==> src/rtl/bcd_pkg.sv <==
// Shared types and constants for the BCD-to-binary converter.
package bcd_pkg;

  typedef enum logic {IDLE, SHIFT} b2b_state_t;

  localparam int         BCD_DIGIT_W   = 4;
  localparam logic [3:0] BCD_MAX_DIGIT = 4'd9;

  // Bits needed to hold 10**digits - 1, i.e. ceil(log2(10**digits)).
  function automatic int bin_width(int digits);
    longint unsigned p;
    longint unsigned one;
    int              w;
    p   = 1;
    one = 1;
    w   = 0;
    for (int i = 0; i < digits; i++) p = p * 10;
    while ((one << w) < p) w++;
    return w;
  endfunction

endpackage

==> src/rtl/bcd_digit_adjust.sv <==
// Per-digit correction for reverse double dabble: a digit that picked up a
// borrowed half-ten (>=8 after the shift) is reduced by 3.
module bcd_digit_adjust
  import bcd_pkg::*;
(
  input  logic [BCD_DIGIT_W-1:0] d_i,
  output logic [BCD_DIGIT_W-1:0] d_o
);

  assign d_o = (d_i >= 4'd8) ? (d_i - 4'd3) : d_i;

endmodule

==> src/rtl/bcd_to_bin_seq.sv <==
// Sequential BCD-to-binary converter (reverse double dabble), one bit per clock.
// Invalid BCD digits are flagged immediately without entering the shift loop.
module bcd_to_bin_seq
  import bcd_pkg::*;
#(
  parameter int DIGITS = 3,
  parameter int BIN_W  = 10
) (
  input  logic                        clk,
  input  logic                        rst,
  input  logic                        start_i,
  input  logic [BCD_DIGIT_W*DIGITS-1:0] bcd_i,
  output logic                        ready_o,
  output logic                        valid_o,
  output logic [BIN_W-1:0]            bin_o,
  output logic                        err_o
);

  localparam int N     = BCD_DIGIT_W * DIGITS;
  localparam int CNT_W = $clog2(N + 1);

  if (BIN_W < bin_width(DIGITS)) begin : g_width_check
    $error("bcd_to_bin_seq: BIN_W too narrow for DIGITS");
  end

  b2b_state_t        state_q;
  logic [CNT_W-1:0]  count_q;
  logic [N-1:0]      bcd_q, acc_q;
  logic [N-1:0]      bcd_shift, bcd_d, acc_d;
  logic [BIN_W-1:0]  bin_q, bin_d;
  logic              ready_q, valid_q, err_q;
  logic [DIGITS-1:0] digit_bad;
  logic              last_shift;

  assign bcd_shift  = bcd_q >> 1;
  assign acc_d      = {bcd_q[0], acc_q[N-1:1]};
  assign last_shift = (count_q == CNT_W'(N - 1));
  // After N shifts the whole value sits in the low bits of acc; the rest are zero.
  assign bin_d      = BIN_W'(acc_d);

  for (genvar g = 0; g < DIGITS; g++) begin : g_digit
    assign digit_bad[g] = (bcd_i[g*BCD_DIGIT_W +: BCD_DIGIT_W] > BCD_MAX_DIGIT);
    bcd_digit_adjust u_adj (
      .d_i (bcd_shift[g*BCD_DIGIT_W +: BCD_DIGIT_W]),
      .d_o (bcd_d[g*BCD_DIGIT_W +: BCD_DIGIT_W])
    );
  end

  // Shift datapath: loaded on any idle request, shifted every SHIFT cycle.
  always_ff @(posedge clk) begin
    if (state_q == IDLE) begin
      if (start_i) begin
        bcd_q <= bcd_i;
        acc_q <= '0;
      end
    end else begin
      bcd_q <= bcd_d;
      acc_q <= acc_d;
    end
  end

  always_ff @(posedge clk or posedge rst) begin
    if (rst) begin
      state_q <= IDLE;
      ready_q <= 1'b1;
      valid_q <= 1'b0;
      bin_q   <= '0;
      err_q   <= 1'b0;
      count_q <= '0;
    end else begin
      valid_q <= 1'b0;
      if (state_q == IDLE) begin
        if (start_i) begin
          if (|digit_bad) begin
            valid_q <= 1'b1;
            err_q   <= 1'b1;
            bin_q   <= '0;
          end else begin
            state_q <= SHIFT;
            ready_q <= 1'b0;
            count_q <= '0;
          end
        end
      end else begin
        count_q <= count_q + 1'b1;
        if (last_shift) begin
          state_q <= IDLE;
          ready_q <= 1'b1;
          valid_q <= 1'b1;
          err_q   <= 1'b0;
          bin_q   <= bin_d;
        end
      end
    end
  end

  // Every BCD bit must have been consumed by the final shift.
  always @(posedge clk) begin
    if (!rst && state_q == SHIFT && last_shift) begin
      assert (bcd_d == '0);
    end
  end

  assign ready_o = ready_q;
  assign valid_o = valid_q;
  assign bin_o   = bin_q;
  assign err_o   = err_q;

endmodule

==> config.mk <==
export PLATFORM = sky130hd
export DESIGN_NAME = bcd_to_bin_seq
export DESIGN_NICKNAME = d
export VERILOG_FILES = /design/src/rtl/bcd_pkg.sv /design/src/rtl/bcd_digit_adjust.sv /design/src/rtl/bcd_to_bin_seq.sv
export SDC_FILE = /design/constraint.sdc
export NUM_CORES = 1
export LEC_CHECK = 0
export CORE_ASPECT_RATIO = 0.75
export CORE_MARGIN = 1.5
export CORE_UTILIZATION = 53
export DETAILED_ROUTE_END_ITERATION = 12
export MAX_ROUTING_LAYER = met4
export PLACE_DENSITY = 0.78
export SYNTH_ARGS = -nofsm -noshare
export SYNTH_HDL_FRONTEND = slang
export SYNTH_SLANG_ARGS = --single-unit
==> constraint.sdc <==
create_clock -name clk -period 1.9 [get_ports clk]
set_input_delay 0.38 -clock clk [delete_from_list [all_inputs] [get_ports clk]]
set_output_delay 0.38 -clock clk [all_outputs]
set_load 0.02 [all_outputs]
### After elaboration in Yosys (flattened, before gate mapping)

Cells that the tools add are included.

* input bits: 15
* output and inout port bits: 13
* register bits: 42

* $add $sub $neg: 4
* reduce and logical (&&, ||, !) cells: 6
* order comparisons: 6
* multiplexer cells: 30
* equal/unequal tests: 3

Operators with widths (number)
* 12-bit two-way mux: 4
* 10-bit two-way mux: 4
* 4-bit two-way mux: 6
* 1-bit two-way mux: 16
* 4-bit greater-than comparator, second input constant: 3
* 4-bit greater-or-equal comparator, second input constant: 2
* 4-bit by 2-bit subtractor with 4-bit output, second input constant: 2
* 3-bit AND reduction: 2
* 4-bit by 1-bit adder with 4-bit output, second input constant: 1
* 4-bit equality test, second input constant: 1
* 3-bit by 4-bit greater-or-equal comparator with 1-bit output, second input constant: 1
* 2-bit nonzero test: 2
* 3-bit by 2-bit subtractor with 4-bit output, second input constant: 1
* 3-bit OR reduction: 1
* 2-bit by 1-bit inequality test with 1-bit output, second input constant: 1
* 2-bit inequality test, second input constant: 1
* 2-bit AND reduction: 1

### Logic depth before layout (Yosys ltp)

Gate-level depths: netlist (run 1).

* depth after elaboration: 5
* gate-level depth with buffers: 5

### Modules after synthesis

From an unflattened synthesis (run 1), not the netlist that was laid out.

* cell total of the unflattened synthesis: 151
* area, all modules: 1944.4 um^2

By module, submodules not included
* bcd_to_bin_seq: area each 1715.4 um^2, cells an instance 118, instances 1
* bcd_digit_adjust: area each 76.3 um^2, cells an instance 11, instances 3

### Worst setup path after synthesis (run 1)

No wires, ideal clock.

* kind: register to register
* start point: reg state_q
* end point: reg acc_q[10], enable pin
* required time: 1.592 ns
* slack: 0.482 ns
* arrival time: 1.110 ns
* library setup time: 0.308 ns
* cell stages (with the launch flop): 4
* buffers on the path: 2
* path through: dfrtp_1 > buf_6 > buf_6 > or2_2

* word-level cells in the longest chain between the ends: 1

Ends and longest elaborated chain
* start: declaration: RTL line bcd_to_bin_seq.sv:26 `b2b_state_t state_q;`
* start signal: assignment: RTL line bcd_to_bin_seq.sv:64 `state_q <= IDLE;`
* start signal: assignment: RTL line bcd_to_bin_seq.sv:79 `state_q <= SHIFT;`
* start signal: assignment: RTL line bcd_to_bin_seq.sv:87 `state_q <= IDLE;`
* 2-bit nonzero test (no source line)
* end signal: assignment: RTL line bcd_to_bin_seq.sv:54 `acc_q <= '0;`
* end signal: assignment: RTL line bcd_to_bin_seq.sv:58 `acc_q <= acc_d;`
* end: declaration: RTL line bcd_to_bin_seq.sv:28 `logic [N-1:0] bcd_q, acc_q;`

No other way between the ends.
A chain may end at the register's enable or synchronous reset.

### Final worst setup path (run 1)

* start point: reg ready_q (netlist: ready_o)
* end point: out ready_o

RTL lines
* start: declaration: RTL line bcd_to_bin_seq.sv:31 `logic ready_q, valid_q, err_q;`
* start signal: assignment: RTL line bcd_to_bin_seq.sv:65 `ready_q <= 1'b1;`
* start signal: assignment: RTL line bcd_to_bin_seq.sv:80 `ready_q <= 1'b0;`
* start signal: assignment: RTL line bcd_to_bin_seq.sv:88 `ready_q <= 1'b1;`
* end: declaration: RTL line bcd_to_bin_seq.sv:13 `output logic ready_o,`

No word-level cell between the ends.

==> results of run 1 <==
power by group through the flow:
stage	Clock (W)	Sequential (W)	Combinational, W
after floorplan	0	0.00187	0.000959
after global placement	0	0.00175	0.00145
after detailed placement	0	0.00178	0.00152
after CTS	0.000557	0.00176	0.00153
after global routing	0.000600	0.00182	0.00168
final	0.000548	0.00176	0.00150
worst max path at each step:
stage | from | cells after the start | to
after floorplan | state_q$_DFF_PP0_ | 3 | acc_q[10]$_SDFFCE_PN0P_
after global placement | bcd_i[10] | 4 | bin_o[9]$_DFFE_PP0P_
after detailed placement | bcd_i[10] | 4 | bin_o[9]$_DFFE_PP0P_
after CTS | ready_o$_DFFE_PP1P_ | 1 | ready_o
after global routing | ready_o$_DFFE_PP1P_ | 1 | ready_o
final | ready_o$_DFFE_PP1P_ | 1 | ready_o
cell families after synthesis:
group | synth area share, %
flip-flops | 59.1
multiplexers | 3.30
buffers and inverters | 5.11
XOR/XNOR | 2.72
AND/OR/NAND/NOR | 15.1
AO/OA/AOI/OAI | 11.4
adder cells (fa/ha/maj) | 3.24
through the flow:
| step | hold WS, ns | instances | power (W) |
|---|---|---|---|
| 4_1_cts | 0.409 | 229 | 0.00385 |
| 3_3_place_gp | 0.431 | 221 | 0.00320 |
| 2_1_floorplan | 0.318 | 157 | 0.00282 |
| 5_1_grt | 0.436 | 229 | 0.00410 |
| 6_report | 0.398 | 229 | 0.00381 |
| 3_5_place_dp | 0.438 | 221 | 0.00330 |
sequential cells by signal, summed over array words and instances, names as in the netlist:
| register | flops |
|---|---|
| acc_q | 11 |
| bcd_q | 12 |
| bin_o | 10 |
| count_q | 4 |
| err_o | 1 |
| ready_o | 1 |
| state_q | 1 |
| valid_o | 1 |
layer usage:
| metal | share of wire (%) | up-vias |
|---|---|---|
| met3 | 3.4 | 3 |
| met2 | 49 | 20 |
| met4 | 0.69 | 0 |
| met1 | 47 | 583 |
| li1 | - | 600 |
| met5 | 0 | - |
synthesized netlist by cell type, types with 3 or more instances:
cell type and instances:
a21oi_1 8, and2_1 11, buf_6 4, dfrtp_1 17
edfxtp_1 23, ha_1 5, inv_1 7, mux2_2 3
mux2i_1 3, nand2_1 23, nor2_1 12, nor2b_1 3
o21ai_2 10, xnor2_1 5
final cells by class:
type / instances / area share (%)
Clock buffer: 5 / 3.00
Clock inverter: 3 / 0.763
Inverter: 7 / 1.14
Multi-Input combinational cell: 102 / 30.1
Sequential cell: 41 / 49.7
Tap cell: 40 / 2.18
Timing Repair Buffer: 31 / 13.1
==> qor.txt, run 1 <==
nets -> 208
type of the worst min-delay path -> in2async
Synth Register Bits -> 41
WL final -> 3.18 mm
GR Util met3 -> 4.93%
DRT antenna net count -> 0
Residual DRC -> 0
Highest Clock Rate -> 0.557 GHz
data arrival time of the critical path -> 1.41 ns
Setup WS post-layout -> 0.106 ns
R2R setup slack -> 0.28 ns
die area -> 4020 µm²
Synth Flop Type -> edfxtp_1
core area -> 3380 µm²
diode count -> 0
CP Buf/Inv Count -> 1
Yosys top cell by area -> edfxtp_1
CP cell instances -> clkdlybuf4s50_1
GRT met1 Usage -> 24.4%
TritonCTS clock tree -> done
worst-margin pin slew -> 0.542 ns
RSZ-0062 raised after global routing -> no
Pint -> 0.00249 W
DRT Pass-1 Iters -> 4
worst vdd rail ir drop -> 0.785 mV
clock root buffer -> clkbuf_8
most frequent cells in the layout -> clkdlybuf4s50_1 (27), nand2_1 (23), edfxtp_1 (23)
Clock power frac -> 14.4%
I/O pin cnt -> 28
initial antenna violation count -> 0
Setup TNS -> 0 ns
power density over the cells -> 1660 nW/µm²
reg2reg start -> state_q$_DFF_PP0_
Row Count -> 18
DIE HEIGHT -> 55.3 µm
Max Cap Viol -> 0
number of flops mapped to enable cells by yosys -> 23
CTS Buffer Depth -> 2
clock insertion delay at the later pin of the skew report -> 0.29 ns
Port Buffer Count -> 27
Clock transition at path regs -> 0.08 ns
via count -> 1206
Clock Skew -> 0.00574 ns
Die Width -> 72.7 µm
final RePlAce weighted congestion -> 0.745
cells after synthesis -> 157
max incr delay on CP -> 0.59 ns
mapped cell area -> 1930 µm²
WL per Instance -> 13.9 µm
CTS Sinks -> 41
top cells by area, synth -> edfxtp_1 (36%), dfrtp_1 (22%), o21ai_2 (4.5%)
sw frac -> 34.6%
commonest non-fill, non-tap cell in the layout -> clkdlybuf4s50_1
status -> finished clean
first-pass GRT wire length -> 5.55 mm
Initial Utilization -> 57.2%
post-cts hold buffer count -> 0
Leak -> 0.957 nW
Slew HR -> 63.8%
P_sw -> 0.00132 W
Tmin final -> 1.79 ns
Total GRT Usage -> 18.7%
GRT busiest layer -> met2
Synth top area share -> 35.7%
Slew Viols, Final -> 0
delay-heaviest family, CP -> buffers and inverters
final period utilization -> 94.4%
H-tree depth -> 2
number of global-route vias before repair -> 1181
Seq/Total Area, Yosys -> 59.1%
Req. time, crit path -> 1.52 ns
fraction of layout cells with a size suffix above 1 -> 16.9%
FFs w/ async S/R, synth -> 43.9%
post-DR vias/cell -> 5.27
Post-Synthesis Net Count -> 177
sequential power share -> 46.1%
CTS Buf Count -> 5
FILL cells -> 252
CP max-delay cell -> clkdlybuf4s50_1
Overflow after GRT -> 0
worst reg2reg path depth -> 4
Avg Inst Size Synth -> 12.3 µm²
largest net degree at the start of global routing -> 24
post-layout util -> 68.0%
Gate power share -> 39.5%
synthesis warning total -> 0
CP endpoint kind -> output port
Finished Cell Area -> 2300 µm²
initial DRC count -> 38
CTS resizes -> 0
RR Endpoint -> bin_o[4]$_DFFE_PP0P_
Worst setup SP type -> register
CP max FO -> 2
Setup Viol. Count Final -> 0
Post-DP Area -> 2210 µm²
hpwl dp -> 2.35 mm
pre-CTS setup slack -> 0.0667 ns
WS Path Type -> reg2out
Area Growth Syn to Fin -> 18.8%
synth unique cells -> 34
Reg area -> 1140 µm²
global-route met2 utilization -> 29.1%
final hold vios -> 0
Setup Buffers After CTS -> 0
area of the multi-input gates -> 692 µm²
(Power assumes the default switching activity.)
==> run 2, diff against run 1 <==
MAX_ROUTING_LAYER = not set   (was met4)
==> run 2 against run 1 <==
Effect of this change: die area is the same; worst hold slack lost 0.0031 ns; register-to-register slack is essentially flat; critical endpoint unchanged.
==> qor.txt, run 2 (same netlist as run 1, synthesis figures left out) <==
status -> finished clean
CTS resizes -> 0 (unchanged)
RSZ-0062 raised after global routing -> no
Die Width -> 72.7 µm (unchanged)
Leak -> 0.957 nW (unchanged)
post-cts hold buffer count -> 0 (unchanged)
Clock transition at path regs -> 0.08 ns (about the same)
clock insertion delay at the later pin of the skew report -> 0.29 ns (about the same)
final period utilization -> 94.6% (+0.12 points)
die area -> 4020 µm² (unchanged)
DIE HEIGHT -> 55.3 µm (unchanged)
Pint -> 0.00249 W (about the same)
I/O pin cnt -> 28 (unchanged)
most frequent cells in the layout -> clkdlybuf4s50_1 (27), nand2_1 (23), edfxtp_1 (23)
final RePlAce weighted congestion -> 0.736 (-1.2%)
commonest non-fill, non-tap cell in the layout -> clkdlybuf4s50_1
Worst setup SP type -> register
CP max FO -> 2 (unchanged)
Initial Utilization -> 57.2% (unchanged)
Setup WS post-layout -> 0.103 ns (-0.00229 ns)
Setup TNS -> 0 ns (unchanged)
max incr delay on CP -> 0.59 ns (about the same)
CP endpoint kind -> output port
pre-CTS setup slack -> 0.0667 ns (unchanged)
core area -> 3380 µm² (unchanged)
Total GRT Usage -> 18.2% (-0.48 points)
WS Path Type -> reg2out
delay-heaviest family, CP -> buffers and inverters
CTS Sinks -> 41 (unchanged)
final hold vios -> 0 (unchanged)
P_sw -> 0.00132 W (+0.42%)
Clock Skew -> 0.00620 ns (+0.000462 ns)
Setup Viol. Count Final -> 0 (unchanged)
Largest register FFs -> 12 (unchanged)
WL per Instance -> 13.9 µm (about the same)
number of global-route vias before repair -> 1181 (unchanged)
Slew HR -> 64.5% (+0.62 points)
post-DR vias/cell -> 5.29 (+0.50%)
sw frac -> 34.7% (+0.095 points)
DRT Pass-1 Iters -> 4 (unchanged)
Tmin final -> 1.80 ns (+0.00229 ns)
clock root buffer -> clkbuf_8
Post-Layout Cell Count -> 229 (unchanged)
H-tree depth -> 2 (unchanged)
sequential power share -> 46.0% (about the same)
type of the worst min-delay path -> in2async
via count -> 1212 (+0.50%)
CP max-delay cell -> clkdlybuf4s50_1
Largest Register -> bcd_q
Clock power frac -> 14.6% (+0.2 points)
CTS Buf Count -> 5 (unchanged)
Area Growth Syn to Fin -> 18.8% (unchanged)
Highest Clock Rate -> 0.557 GHz (-0.13%)
Max Cap Viol -> 0 (unchanged)
initial DRC count -> 58 (+53%)
nets -> 208 (unchanged)
Port Buffer Count -> 27 (unchanged)
power density over the cells -> 1660 nW/µm² (+0.15%)
Residual DRC -> 0 (unchanged)
Slew Viols, Final -> 0 (unchanged)
DRT antenna net count -> 0 (unchanged)
largest net degree at the start of global routing -> 24 (unchanged)
fraction of layout cells with a size suffix above 1 -> 16.9% (unchanged)
hpwl dp -> 2.35 mm (unchanged)
Setup Buffers After CTS -> 0 (unchanged)
WL final -> 3.18 mm (about the same)
Gate power share -> 39.4% (about the same)
Req. time, crit path -> 1.52 ns (about the same)
first-pass GRT wire length -> 5.56 mm (+0.25%)
CP cell instances -> clkdlybuf4s50_1
data arrival time of the critical path -> 1.42 ns (about the same)
diode count -> 0 (unchanged)
CP Buf/Inv Count -> 1 (unchanged)
worst-margin pin slew -> 0.533 ns (-0.00933 ns)
CTS Buffer Depth -> 2 (unchanged)
initial antenna violation count -> 0 (unchanged)
TritonCTS clock tree -> done
total power -> 0.00381 W (+0.15%)
Overflow after GRT -> 0 (unchanged)
worst vdd rail ir drop -> 0.782 mV (-0.41%)
Row Count -> 18 (unchanged)
Post-Place Cells -> 221 (unchanged)
run 2: cell counts in the layout (fill, tap and decap cells not counted):
No cell type changed its count.
run 2: worst paths after layout:
| kind | from | to | slack [ns] | cells after the start |
|---|---|---|---|---|
| hold reg to reg | acc_q[1]$_SDFFCE_PN0P_ | bin_o[0]$_DFFE_PP0P_ | 0.45 | 2 |
| min in group clk | acc_q[1]$_SDFFCE_PN0P_ | bin_o[0]$_DFFE_PP0P_ | 0.45 | 2 |
| setup reg to reg | state_q$_DFF_PP0_ | bin_o[4]$_DFFE_PP0P_ | 0.29 | 4 |
| max in group asynchronous | rst | ready_o$_DFFE_PP1P_ | 1.25 | 3 |
| hold / removal | rst | count_q[2]$_DFFE_PP0P_ | 0.40 | 3 |
| setup / recovery | ready_o$_DFFE_PP1P_ | ready_o | 0.10 | 1 |
run 2: through the flow:
step / hold slack (ns) / cell area [µm²] / utilization, %
floorplan: 0.318 / 1930 / -
global placement: 0.431 / 2210 / 65.4
detailed placement: 0.438 / 2210 / 65.4
CTS: 0.409 / 2300 / 68.0
global route: 0.436 / 2300 / 68.0
finish: 0.395 / 2300 / 68.0
run 2: area by class of cell:
class,instances,area (µm²)
Inverter,7,26.3
Timing Repair Buffer,31,300
Multi-Input combinational cell,102,692
Sequential cell,41,1140
Clock inverter,3,17.5
Clock buffer,5,68.8
Tap cell,40,50.0
Fill cell,252,1080
run 2: per-layer routing:
layer	part of all wire, %	GRT usage [%]
met5	0	0
met1	47	24.4
met4	0.98	4.85
met3	2.8	4.93
met2	49	29.2
run 2: power by group through the flow:
| stage | Sequential (W) | Combinational (W) | Clock, W |
|---|---|---|---|
| global placement | 0.00175 | 0.00145 | 0 |
| finish | 0.00176 | 0.00150 | 0.000556 |
| detailed placement | 0.00178 | 0.00152 | 0 |
| floorplan | 0.00187 | 0.000959 | 0 |
| global route | 0.00182 | 0.00168 | 0.000600 |
| CTS | 0.00176 | 0.00153 | 0.000557 |
==> run 3, diff against run 2 <==
CORE_ASPECT_RATIO = 1.75   (was 0.75)
CTS_CLUSTER_DIAMETER = 30   (was not set)
==> run 3 against run 2 <==
Effect of this change: non-clock buffer count increased by 1; die area increased by 0.27%; final area increased by 0.87%; setup slack got worse by 0.0013 ns; fmax about the same; clock power decreased by 3%; first-iteration DRC count decreased by 71%; routed wire length decreased by 2.0%; combinational power about the same; sequential cell count unchanged; total power decreased by 0.21%; largest cell class unchanged.
==> qor.txt, run 3 (same netlist as run 1, synthesis figures left out) <==
via count -> 1182 (-2.5%)
Initial Utilization -> 56.3% (-0.92 points)
area of the multi-input gates -> 692 µm² (unchanged)
clock insertion delay at the later pin of the skew report -> 0.29 ns (about the same)
Slew Viols, Final -> 0 (unchanged)
most frequent cells in the layout -> clkdlybuf4s50_1 (27), nand2_1 (23), edfxtp_1 (23)
pre-CTS setup slack -> 0.0951 ns (+0.0284 ns)
WS Path Type -> reg2out
final hold slack -> 0.393 ns (-0.00231 ns)
fraction of layout cells with a size suffix above 1 -> 15.8% (-1.1 points)
max incr delay on CP -> 0.60 ns (about the same)
Setup Buffers After CTS -> 0 (unchanged)
RSZ-0062 raised after global routing -> no
CTS Sinks -> 41 (unchanged)
post-cts hold buffer count -> 0 (unchanged)
delay-heaviest family, CP -> buffers and inverters
worst-margin pin slew -> 0.535 ns (+0.00210 ns)
DRT antenna net count -> 0 (unchanged)
WL per Instance -> 13.3 µm (-4.5%)
Worst setup SP type -> register
CTS Buf Count -> 5 (unchanged)
final RePlAce weighted congestion -> 0.724 (-1.7%)
WL final -> 3.12 mm (-2.0%)
initial DRC count -> 17 (-71%)
CP Buf/Inv Count -> 1 (unchanged)
CTS resizes -> 0 (unchanged)
final hold vios -> 0 (unchanged)
Largest Register -> bcd_q
Reg area -> 1140 µm² (unchanged)
Highest Clock Rate -> 0.556 GHz (about the same)
Req. time, crit path -> 1.52 ns (about the same)
Setup WS post-layout -> 0.102 ns (-0.00131 ns)
TritonCTS clock tree -> done
final period utilization -> 94.6% (about the same)
FILL cells -> 293 (+16%)
die area -> 4030 µm² (+0.27%)
DIE HEIGHT -> 82.9 µm (+50%)
Setup Viol. Count Final -> 0 (unchanged)
Die Width -> 48.7 µm (-33%)
CTS Buffer Depth -> 2 (unchanged)
power density over the cells -> 1640 nW/µm² (-1.1%)
Setup TNS -> 0 ns (unchanged)
CP max-delay cell -> clkdlybuf4s50_1
Tmin final -> 1.80 ns (+0.00131 ns)
Area Growth Syn to Fin -> 19.9%
Post-DP Area -> 2240 µm² (+1.2%)
Row Count -> 28 (+10)
first-pass GRT wire length -> 5.66 mm (+1.7%)
worst vdd rail ir drop -> 0.902 mV (+15%)
diode count -> 0 (unchanged)
Max Cap Viol -> 0 (unchanged)
initial antenna violation count -> 0 (unchanged)
post-DR vias/cell -> 5.03 (-5.0%)
DRT Pass-1 Iters -> 2 (-2)
Residual DRC -> 0 (unchanged)
H-tree depth -> 2 (unchanged)
data arrival time of the critical path -> 1.42 ns (about the same)
Overflow after GRT -> 0 (unchanged)
nets -> 209 (+0.48%)
hpwl dp -> 2.35 mm (about the same)
largest net degree at the start of global routing -> 24 (unchanged)
CP cell instances -> clkdlybuf4s50_1
Clock Skew -> 0.00158 ns (-0.00463 ns)
Total GRT Usage -> 18.4% (+0.24 points)
Leak -> 0.960 nW (+0.38%)
type of the worst min-delay path -> in2async
core area -> 3430 µm² (+1.6%)
Finished Cell Area -> 2320 µm² (+0.87%)
status -> finished clean
I/O pin cnt -> 28 (unchanged)
Largest register FFs -> 12 (unchanged)
Clock transition at path regs -> 0.07 ns (about the same)
commonest non-fill, non-tap cell in the layout -> clkdlybuf4s50_1
Slew HR -> 64.3% (-0.14 points)
CP max FO -> 2 (unchanged)
CP endpoint kind -> output port
clock root buffer -> clkbuf_8
number of global-route vias before repair -> 1235 (+4.6%)
Port Buffer Count -> 27 (unchanged)
==> run 3: final cells by class <==
cell class | count | share of cell area [%]
Clock buffer | 8 | 3.46
Inverter | 7 | 1.13
Multi-Input combinational cell | 102 | 29.9
Sequential cell | 41 | 49.3
Tap cell | 45 | 2.43
Timing Repair Buffer | 32 | 13.8
==> run 3: stage by stage <==
stage / instances / power [W] / utilization, %
finish: 235 / 0.00381 / 67.5
global route: 235 / 0.00409 / 67.5
CTS: 235 / 0.00385 / 67.5
detailed placement: 227 / 0.00331 / 65.2
global placement: 227 / 0.00321 / 65.2
floorplan: 157 / 0.00282 / -
==> run 3: where the power goes <==
part	switching (W)	internal, W	leakage, nW
sequential	0.000270	0.00150	0.482
clock	0.000279	0.000261	0.0395
combinational	0.000751	0.000743	0.439
==> run 3: worst paths after layout <==
kind | startpoint | slack, ns | cells past startpoint | endpoint
min reg2reg | acc_q[1]$_SDFFCE_PN0P_ | 0.48 | 2 | bin_o[0]$_DFFE_PP0P_
max in group asynchronous | rst | 1.26 | 3 | ready_o$_DFFE_PP1P_
max reg2reg | state_q$_DFF_PP0_ | 0.44 | 1 | bcd_q[6]$_DFFE_PP_
min | rst | 0.39 | 3 | count_q[0]$_DFFE_PP0P_
min in group clk | acc_q[1]$_SDFFCE_PN0P_ | 0.48 | 2 | bin_o[0]$_DFFE_PP0P_
max | ready_o$_DFFE_PP1P_ | 0.10 | 1 | ready_o
==> run 3: routing by layer <==
metal / wire length (µm) / GRT usage [%] / up-vias
li1: - / - / 603
met1: 1210 / 20.5 / 548
met2: 1740 / 32.5 / 27
met3: 127 / 5.40 / 4
met4: 49 / 7.01 / 0
met5: 0 / 0 / -
